[src/rtl/seq_det_pkg.sv]
`default_nettype none
// ============================================================================
// Module      : seq_det_pkg
// Description : Shared definitions for the serial-pattern detector family.
//               It holds the pattern-length width function, the reset
//               configuration defaults and the match-mode encoding.
// Revision    : 1.0 - initial release
// ============================================================================
package seq_det_pkg;

    // Match-mode encoding for the overlap flag
    localparam logic MODE_NONOVL = 1'b0;
    localparam logic MODE_OVL    = 1'b1;

    // Reset configuration: detect "101" with non-overlapping matches
    localparam logic [7:0] DEFAULT_PATTERN = 8'b0000_0101;
    localparam int         DEFAULT_LEN     = 3;
    localparam logic       DEFAULT_OVERLAP = MODE_NONOVL;

    // The width needed to hold a length value in the range 0..max_len
    function automatic int calc_len_w(input int max_len);
        return $clog2(max_len + 1);
    endfunction

endpackage : seq_det_pkg
`default_nettype wire

[src/rtl/sat_counter.sv]
`default_nettype none
// ============================================================================
// Module      : sat_counter
// Description : Saturating up-counter with synchronous clear.
//               Priority: clr, then inc, then hold. Holds at all-ones.
// Ports       : clk  - clock
//               rst  - synchronous active-high reset (q -> 0)
//               clr  - synchronous clear (q -> 0)
//               inc  - count enable
//               q    - counter value [W-1:0]
// Revision    : 1.0 - initial release
// ============================================================================
module sat_counter #(
    parameter int W = 16
) (
    input  logic         clk,
    input  logic         rst,
    input  logic         clr,
    input  logic         inc,
    output logic [W-1:0] q
);

    logic [W-1:0] r_q;

    always_ff @(posedge clk) begin
        if (rst) begin
            r_q <= '0;
        end else if (clr) begin
            r_q <= '0;
        end else if (inc && (r_q != {W{1'b1}})) begin
            r_q <= r_q + W'(1);
        end
    end

    assign q = r_q;

endmodule : sat_counter
`default_nettype wire

[src/rtl/seq_detect_param.sv]
`default_nettype none
// ============================================================================
// Module      : seq_detect_param
// Description : Runtime-programmable Mealy serial-pattern detector. It detects
//               a right-aligned pattern of 2..MAX_LEN bits on a 1-bit stream.
//               Matches may overlap or not, and they are counted in a
//               saturating counter.
// Ports       : clk, rst           - clock, synchronous active-high reset
//               in_valid, data_in  - serial input bit and its qualifier
//               cfg_load           - load cfg_pattern / cfg_len / cfg_overlap
//               cnt_clr            - synchronous clear of match_cnt
//               match              - combinational match for the current bit
//               match_cnt          - saturating match count
//               cfg_err            - one-cycle pulse after an illegal cfg_load
// Revision    : 1.0 - initial release
// ============================================================================
module seq_detect_param
    import seq_det_pkg::*;
#(
    parameter int                 MAX_LEN     = 8,
    parameter int                 CNT_W       = 16,
    parameter logic [MAX_LEN-1:0] DEF_PATTERN = MAX_LEN'(DEFAULT_PATTERN),
    parameter int                 DEF_LEN     = DEFAULT_LEN,
    parameter logic               DEF_OVERLAP = DEFAULT_OVERLAP,
    localparam int                LEN_W       = calc_len_w(MAX_LEN)
) (
    input  logic               clk,
    input  logic               rst,
    input  logic               in_valid,
    input  logic               data_in,
    input  logic               cfg_load,
    input  logic [MAX_LEN-1:0] cfg_pattern,
    input  logic [LEN_W-1:0]   cfg_len,
    input  logic               cfg_overlap,
    input  logic               cnt_clr,
    output logic               match,
    output logic [CNT_W-1:0]   match_cnt,
    output logic               cfg_err
);

    localparam logic [LEN_W-1:0] C_MIN_LEN  = LEN_W'(2);
    localparam logic [LEN_W-1:0] C_MAX_LEN  = LEN_W'(MAX_LEN);
    localparam logic [LEN_W-1:0] C_FILL_MAX = LEN_W'(MAX_LEN - 1);

    // State
    logic [MAX_LEN-2:0] r_hist;
    logic [LEN_W-1:0]   r_fill;
    logic [MAX_LEN-1:0] r_pat;
    logic [LEN_W-1:0]   r_len;
    logic               r_ovl;
    logic               r_cfg_err;

    // Next-state and combinational results
    logic [MAX_LEN-2:0] w_hist_nxt;
    logic [LEN_W-1:0]   w_fill_nxt;
    logic [MAX_LEN-1:0] w_pat_nxt;
    logic [LEN_W-1:0]   w_len_nxt;
    logic               w_ovl_nxt;
    logic               w_cfg_err_nxt;
    logic               w_match;
    logic [MAX_LEN-1:0] w_window;
    logic [MAX_LEN-1:0] w_mask;
    logic               w_cfg_legal;

    always_comb begin
        w_hist_nxt    = r_hist;
        w_fill_nxt    = r_fill;
        w_pat_nxt     = r_pat;
        w_len_nxt     = r_len;
        w_ovl_nxt     = r_ovl;
        w_cfg_err_nxt = 1'b0;
        w_match       = 1'b0;
        w_mask        = '0;

        // The newest MAX_LEN bits including the one arriving now. Its low
        // MAX_LEN-1 bits are also exactly the shifted-in history.
        w_window = {r_hist, data_in};

        // Only the low r_len bits of the window and pattern take part
        for (int i = 0; i < MAX_LEN; i++) begin
            w_mask[i] = (i < int'(r_len));
        end

        w_cfg_legal = (cfg_len >= C_MIN_LEN) && (cfg_len <= C_MAX_LEN);

        if (rst) begin
            w_match = 1'b0;
        end else if (cfg_load) begin
            // The bit presented alongside a load is always discarded
            if (w_cfg_legal) begin
                w_pat_nxt  = cfg_pattern;
                w_len_nxt  = cfg_len;
                w_ovl_nxt  = cfg_overlap;
                // Bits older than the reconfiguration must never match
                w_fill_nxt = '0;
            end else begin
                w_cfg_err_nxt = 1'b1;
            end
        end else if (in_valid) begin
            // r_fill gates out history bits that predate reset, a reload or
            // the previous non-overlapping match.
            w_match = (r_fill >= (r_len - LEN_W'(1))) &&
                      ((w_window & w_mask) == (r_pat & w_mask));
            w_hist_nxt = w_window[MAX_LEN-2:0];
            if (w_match && (r_ovl == MODE_NONOVL)) begin
                w_fill_nxt = '0;
            end else if (r_fill != C_FILL_MAX) begin
                w_fill_nxt = r_fill + LEN_W'(1);
            end
        end
    end

    always_ff @(posedge clk) begin
        if (rst) begin
            r_hist    <= '0;
            r_fill    <= '0;
            r_pat     <= DEF_PATTERN;
            r_len     <= LEN_W'(DEF_LEN);
            r_ovl     <= DEF_OVERLAP;
            r_cfg_err <= 1'b0;
        end else begin
            r_hist    <= w_hist_nxt;
            r_fill    <= w_fill_nxt;
            r_pat     <= w_pat_nxt;
            r_len     <= w_len_nxt;
            r_ovl     <= w_ovl_nxt;
            r_cfg_err <= w_cfg_err_nxt;
        end
    end

    sat_counter #(
        .W   (CNT_W)
    ) u_match_cnt (
        .clk (clk),
        .rst (rst),
        .clr (cnt_clr),
        .inc (w_match),
        .q   (match_cnt)
    );

    assign match   = w_match;
    assign cfg_err = r_cfg_err;

endmodule : seq_detect_param
`default_nettype wire

[config.mk]
export PLATFORM = sky130hd
export DESIGN_NAME = seq_detect_param
export DESIGN_NICKNAME = d
export VERILOG_FILES = /design/src/rtl/seq_det_pkg.sv /design/src/rtl/sat_counter.sv /design/src/rtl/seq_detect_param.sv
export SDC_FILE = /design/constraint.sdc
export NUM_CORES = 1
export LEC_CHECK = 0
export CAP_MARGIN = 10
export CELL_PAD_IN_SITES_DETAIL_PLACEMENT = 2
export CELL_PAD_IN_SITES_GLOBAL_PLACEMENT = 2
export CORE_MARGIN = 2
export CORE_UTILIZATION = 28
export DETAILED_ROUTE_END_ITERATION = 16
export GPL_TIMING_DRIVEN = 0
export HOLD_SLACK_MARGIN = 0.15
export PLACE_DENSITY = 0.81
export REMOVE_ABC_BUFFERS = 1
export SLEW_MARGIN = 40
export SYNTH_ARGS = -nofsm -noshare
export SYNTH_HDL_FRONTEND = slang
export SYNTH_SLANG_ARGS = --single-unit
[constraint.sdc]
create_clock -name clk -period 2.4 [get_ports clk]
set_clock_uncertainty 0.05 [all_clocks]
set_input_delay 0.48 -clock clk [delete_from_list [all_inputs] [get_ports clk]]
set_output_delay 0.48 -clock clk [all_outputs]
set_load 0.03 [all_outputs]
==> flow_summary.yaml, run 1 <==
power_and_ir_drop:
  power.density_nw_per_um2: 509.0
  p_leak_uw: 0.001000
  vdd_drop_max_uv: 200.7
clock_tree:
  clock-sinks: 41
  clk_pin_slew_ns: 0.09
  cts_tree: "yes"
  htreeDepth: 2
  ctsLongestPathBuffers: 2
  clock_latency_ns: 0.31
  cts_hold_buf: 0
  cts_buffers: 5
  clockRootBuffer: "clkbuf_8"
yosys:
  ys_ff_latch: 41
  yosys.area.top_type: "dfxtp_1"
  syn_area_sq_um: 2166
  synth_top_area_share_pct: 37.90
  synth.distinct_cells: 41
  ys_warn_count: 0
  ys_top_cells_by_area: "dfxtp_1 38%, a21oi_1 7.6%, nand2_1 5.7%"
  syn_avg_cell_area_sq_um: 8.112
  synth-seq-area-share_pct: 37.90
  syn_inst: 267
floorplan:
  fp-row-count: 32
  pin_count: 37
  initial_utilization_pct: 28.47
  core_sq_um: 7607
  die_area_sq_um: 8455
  die_x_microns: 91.95
  die_h_microns: 91.95
flow_run:
  drv_cap: 0
worst_setup_path:
  crit_arrival_ns: 2.92
  worstSetupStartpointType: "flip-flop"
  timing.rr.end: "u_match_cnt.q[13]"
  critical_path_class: "reg -> reg"
  required_ns: 2.57
  path_max_fanout: 14
  crit_path_end_kind: "flip-flop"
  r2r_slack_ns: -0.35
  r2r-start: "r_len[0]"
  reg2reg_depth: 10
cells_and_area:
  final_cell_mix: "36 x dfxtp_1, 33 x clkdlybuf4s50_1, 32 x nand2_1"
  multi_input_area_sq_um: 1471
  final_nets: 335
  mostFrequentLayoutCell: "dfxtp_1"
  drive_gt1_share_pct: 18.18
  area_growth_pct: 40.79
  final_area_sq_um: 3049
  final.fill_count: 852
  insertedDiodeCount: 0
  regArea_sq_um: 834.6
  layoutNonFillerInstCount: 410
placement:
  io_buffers: 36
  dp_slack_ns: -1.547
  place.gp.congestion: 0.7166
  dpl_cell_area_sq_um: 2574
  hpwl_microns: 4710
  dp.cells: 387
timing:
  post-route-period-util_pct: 114.6
  worstMarginPinSlew_ns: 0.6981
  drv_slew: 0
  rsz0062_at_grt: "true"
  relSlewSlack_pct: 53.46
  finalSetupViolations: 15
  hold_viol: 0
  timing.fmax_ghz: 0.3637
  holdWs_ns: 0.4297
  fin_crit_ns: 2.750
  tns_ns: -2.522
  worst_slack_ns: -0.3496
drt:
  vias: 2186
  drtPass1Iterations: 4
  vias_per_cell: 5.332
  routed_wirelength_microns: 7738
  route.detailed.drc: 0
  ant_nets: 0
  drt-initial-drc-count: 100
  wl_per_cell_microns: 18.87
hold_path:
  worstHoldPathCells: 2
  min_to: "r_pat[4]"
  hold_path.class: "reg -> reg"
  min_from: "r_pat[4]"
run_status:
  status: "finished with violations"
  violations: "setup timing"
grt:
  grt_start_max_net_pins: 29
  grt_pass1_vias: 2364
  track_usage_pct: 18.37
  grt_antenna_before_repair: 0
  grt_pass1_wl_microns: 12280
  grt_remaining_overflow: 0
cells by family (layout without fill, tap and decap cells):
| logic type | after synthesis | count (layout) | share of synthesized area [%] |
|---|---|---|---|
| and+or+nand+nor | 110 | 112 | 26.98 |
| AOI/OAI and AO/OA | 68 | 68 | 19.53 |
| DFF | 41 | 41 | 37.90 |
| buffers and inverters | 27 | 66 | 5.430 |
| xor gates and xnor gates | 10 | 10 | 4.044 |
| adders and majority gates | 9 | 9 | 5.199 |
| muxes | 2 | 2 | 0.9244 |
area by class of cell:
class | instances | area share [%]
clock buffers | 6 | 2.708
repair buffers | 49 | 14.98
flip-flops and latches | 41 | 27.37
well taps | 102 | 4.185
multi-input cells | 201 | 48.26
clock inverters | 2 | 1.231
inverters | 9 | 1.272
cell usage after synthesis:
master / count
nor2_4: 1
a2111oi_2: 1
nand4b_1: 1
nand4_1: 3
or3_1: 5
a211o_1: 2
buf_4: 1
nor2_1: 7
buf_2: 4
inv_1: 9
and2_1: 1
nand3_1: 22
mux2i_1: 2
o31ai_1: 9
o31a_1: 2
clkbuf_1: 12
ha_1: 9
o311ai_0: 2
o21ai_0: 10
o21a_1: 1
nand2_1: 33
o211ai_1: 1
and4_1: 2
xnor2_1: 10
a311oi_1: 1
or4_1: 9
nor4_1: 1
and3_1: 11
o41ai_1: 1
o22ai_1: 2
a31oi_1: 1
nand3b_1: 4
dfxtp_1: 41
nor3_1: 4
a22oi_2: 1
a21oi_1: 33
or2_2: 1
nor2b_1: 2
nand2b_1: 3
a2111oi_0: 1
buf_6: 1
report_power, final:
group / internal, uW / switching [uW]
logic: 113 / 124
registers: 696 / 19.9
clock network: 338 / 260
worst max-delay path, cell delays in order (launching register included):
cell and delay (ns):
dfxtp_4 0.39, inv_4 0.04, ha_4 0.18, xnor2_4 0.14, ha_4 0.29, o21ai_4 0.06
a2111oi_4 0.40, nand3_4 0.15, buf_6 0.19, or4_1 0.56, a21oi_1 0.22
flip-flops by register name (all words and copies together) (netlist names):
| signal | count |
|---|---|
| cfg_err | 1 |
| r_fill | 4 |
| r_hist | 7 |
| r_len | 4 |
| r_ovl | 1 |
| r_pat | 8 |
| u_match_cnt.q | 16 |
what timing repair did:
item	4_1_cts	5_1_grt
cloned	1	1
gates resized for setup	33	27
setup buffers	6	7
pin swaps	4	10
setup endpoints to repair	33	21
per-layer routing:
| metal | up-vias | routed length (microns) | part of all wire [%] | GRT usage [%] |
|---|---|---|---|---|
| li1 | 1050 | - | - | - |
| met1 | 1100 | 3307 | 43 | 21.51 |
| met2 | 27 | 4133 | 53 | 33.95 |
| met3 | 9 | 170 | 2.2 | 2.958 |
| met4 | 0 | 127 | 1.6 | 5.970 |
| met5 | - | 0 | 0 | 0 |
metrics by stage:
stage          power (uW)  utilization [%]
2_1_floorplan       810.3                -
3_5_place_dp        889.3            33.83
4_1_cts              1524            37.30
5_1_grt              1621            40.08
6_report             1552            40.08
3_3_place_gp        879.4            33.78
how the worst max path moves through the flow:
stage / start / end / slack, ns / cells after the start
final: r_len[0] / u_match_cnt.q[13] / -0.35 / 10
after global routing: r_len[1] / u_match_cnt.q[13] / -0.43 / 10
after CTS: r_len[0] / match / -0.26 / 9
after detailed placement: cfg_load / match / -1.55 / 7
after global placement: cfg_load / match / -1.80 / 7
after floorplan: r_len[0] / match / -0.61 / 8
No activity file was read; power rests on OpenSTA's default activity.
==> inputs of run 2 (changes only) <==
- ABC_AREA: not set -> 1
- CORE_UTILIZATION: 28 -> 27
==> run 2 against run 1 <==
  * The run still ends with setup timing left
  * Maximum frequency increased by 5.3%
  * Sequential share of layout area is 2.1 points lower
  * First-iteration DRC count fell by 54%
  * Critical path type is now reg -> out
==> flow_summary.yaml, run 2 <==
timing:
  relSlewSlack_pct: 57.46
  finalSetupViolations: 19
  post-route-period-util_pct: 108.8
  worstMarginPinSlew_ns: 0.6373
  tns_ns: -1.520
  fin_crit_ns: 2.612
  worst_slack_ns: -0.2123
  hold_viol: 0
  drv_slew: 0
  rsz0062_at_grt: "true"
  timing.fmax_ghz: 0.3828
cells_and_area:
  final_area_sq_um: 3277
  final_cell_mix: "70 x nand2_1, 38 x dfxtp_1, 35 x clkdlybuf4s50_1"
  area_growth_pct: 38.94
  mostFrequentLayoutCell: "nand2_1"
  largest_register_ffs: 16
  insertedDiodeCount: 0
  drive_gt1_share_pct: 24.24
  final_nets: 423
worst_setup_path:
  worstSetupStartpointType: "flip-flop"
  critPathMostFrequentCell: "nand3_2"
  critical_path_class: "reg -> out"
  path_buf_inv: 3
  reg2reg_depth: 16
  r2r_slack_ns: -0.14
  cp_slowest_cell: "dfxtp_2"
  crit_family: "simple AND/OR/NAND/NOR gates"
  path_cells: "inv_4 -> ha_4 -> xnor2_2 -> ha_1 -> nand2_2 -> inv_2 -> nand3_2 -> nand3_2 -> nand3_2 -> nor2_4 -> buf_6"
  slowest_delay_ns: 0.38
  required_ns: 1.87
  crit_path_end_kind: "primary output"
  path_max_fanout: 3
  path_depth: 11
  crit_arrival_ns: 2.08
floorplan:
  die_h_microns: 97.46
  core_sq_um: 8593
  initial_utilization_pct: 27.45
  fp-row-count: 34
  die_x_microns: 97.46
  die_area_sq_um: 9498
  pin_count: 37
grt:
  track_usage_pct: 18.81
  grt_pass1_wl_microns: 14350
  grt_antenna_before_repair: 0
  grt_pass1_vias: 2796
  grt_start_max_net_pins: 14
  grt_remaining_overflow: 0
drt:
  drt-initial-drc-count: 46
  wl_per_cell_microns: 17.71
  vias: 2460
  vias_per_cell: 4.881
  route.detailed.drc: 0
  routed_wirelength_microns: 8925
  drtPass1Iterations: 4
  ant_nets: 0
placement:
  place.gp.congestion: 0.7852
  hpwl_microns: 5330
  io_buffers: 36
  dpl_cell_area_sq_um: 2799
yosys:
  ys_top_cells_by_area: "dfxtp_1 35%, nand2_1 13%, inv_1 6.2%"
  synth.distinct_cells: 30
  ys_async_sr_fraction_pct: 0
  ys_top_cells_by_count: "79 x nand2_1, 41 x dfxtp_1, 39 x inv_1, 29 x nor2_1, 28 x a21oi_1"
  synth_top_area_share_pct: 34.80
  syn_inst: 335
  syn_area_sq_um: 2359
  syn_avg_cell_area_sq_um: 7.040
  yosysMostFrequentCell: "nand2_1"
  ys_ff_latch: 41
  ys.flop_type: "dfxtp_1"
  yosys.area.top_type: "dfxtp_1"
  ys_warn_count: 0
  synth-seq-area-share_pct: 34.80
  synth_edf_count: 0
run_status:
  status: "finished with violations"
  violations: "setup timing"
flow_run:
  drv_cap: 0
clock_tree:
  ctsLongestPathBuffers: 2
  clock_latency_ns: 0.31
  cts_buffers: 5
  cts_tree: "yes"
  clock-sinks: 41
  clockRootBuffer: "clkbuf_8"
  clk_pin_slew_ns: 0.09
  cts_hold_buf: 0
  htreeDepth: 2
hold_path:
  hold_path.class: "reg -> reg"
  worstHoldPathCells: 2
power_and_ir_drop:
  vdd_drop_max_uv: 197.3
  p_leak_uw: 0.001271
  power.density_nw_per_um2: 518.8
-- run 2: routing by layer --
layer / routed length [microns] / share of wire, % / vias up / global-route usage, %
met3: 286 / 3.2 / 15 / 3.165
li1: - / - / 1189 / -
met2: 4934 / 55 / 48 / 36.76
met5: 0 / 0 / - / 0
met1: 3550 / 40 / 1208 / 20.82
met4: 154 / 1.7 / 0 / 4.701
-- run 2: final cells by class --
type	instances	area, sq um
Fill cell	1018	5316
Timing Repair inverter	3	21.27
Multi-Input combinational cell	244	1426
Sequential cell	41	827.0
Tap cell	108	135.1
Inverter	42	180.2
Timing Repair Buffer	58	570.5
Clock buffer	7	86.33
Clock inverter	1	30.03
-- run 2: cell families (layout without fill, tap and decap cells) --
| logic type | after synthesis | count (layout) | share of synthesized area, % |
|---|---|---|---|
| xor+xnor | 16 | 16 | 5.941 |
| simple gates | 153 | 153 | 29.34 |
| fa+ha+maj | 9 | 9 | 4.775 |
| flops | 41 | 41 | 34.80 |
| compound gates | 66 | 66 | 15.91 |
| buf+inv | 50 | 111 | 9.231 |
-- run 2: what timing repair did --
| item | CTS | global route |
|---|---|---|
| setup endpoints to repair | 28 | 28 |
| buffers inserted | 17 | 5 |
| gates cloned | 4 | 0 |
| pin swaps | 8 | 4 |
| resized for setup | 33 | 23 |
-- run 2: report_power, final --
group,switching [uW],internal [uW]
Sequential,27.5,712
Clock,276,340
Combinational,195,149
Total,499,1200
-- run 2: tightest hold or removal path, delay by kind of cell, from the launching register on --
| family | cells | cell delay [ns] |
|---|---|---|
| flops | 1 | 0.32 |
| buf+inv | 1 | 0.07 |
| compound gates | 1 | 0.06 |
-- run 2: per-stage QoR --
step	worst slack, ns	power [uW]	cells	util [%]	hold WS (ns)
2_1_floorplan	0.1523	900.2	327	-	0.3814
3_3_place_gp	-0.8783	979.9	471	32.57	0.4110
3_5_place_dp	-0.9107	995.6	471	32.57	0.4186
4_1_cts	-0.1947	1679	500	36.87	0.4380
5_1_grt	-0.3004	1779	504	38.13	0.4739
6_report	-0.2123	1700	504	38.13	0.4344
-- run 2: worst paths after layout --
path	startpoint	to
max	r_len[1]	match
min	r_pat[1]	r_pat[1]
max reg2reg	r_len[1]	u_match_cnt.q[8]
min reg2reg	r_pat[1]	r_pat[1]
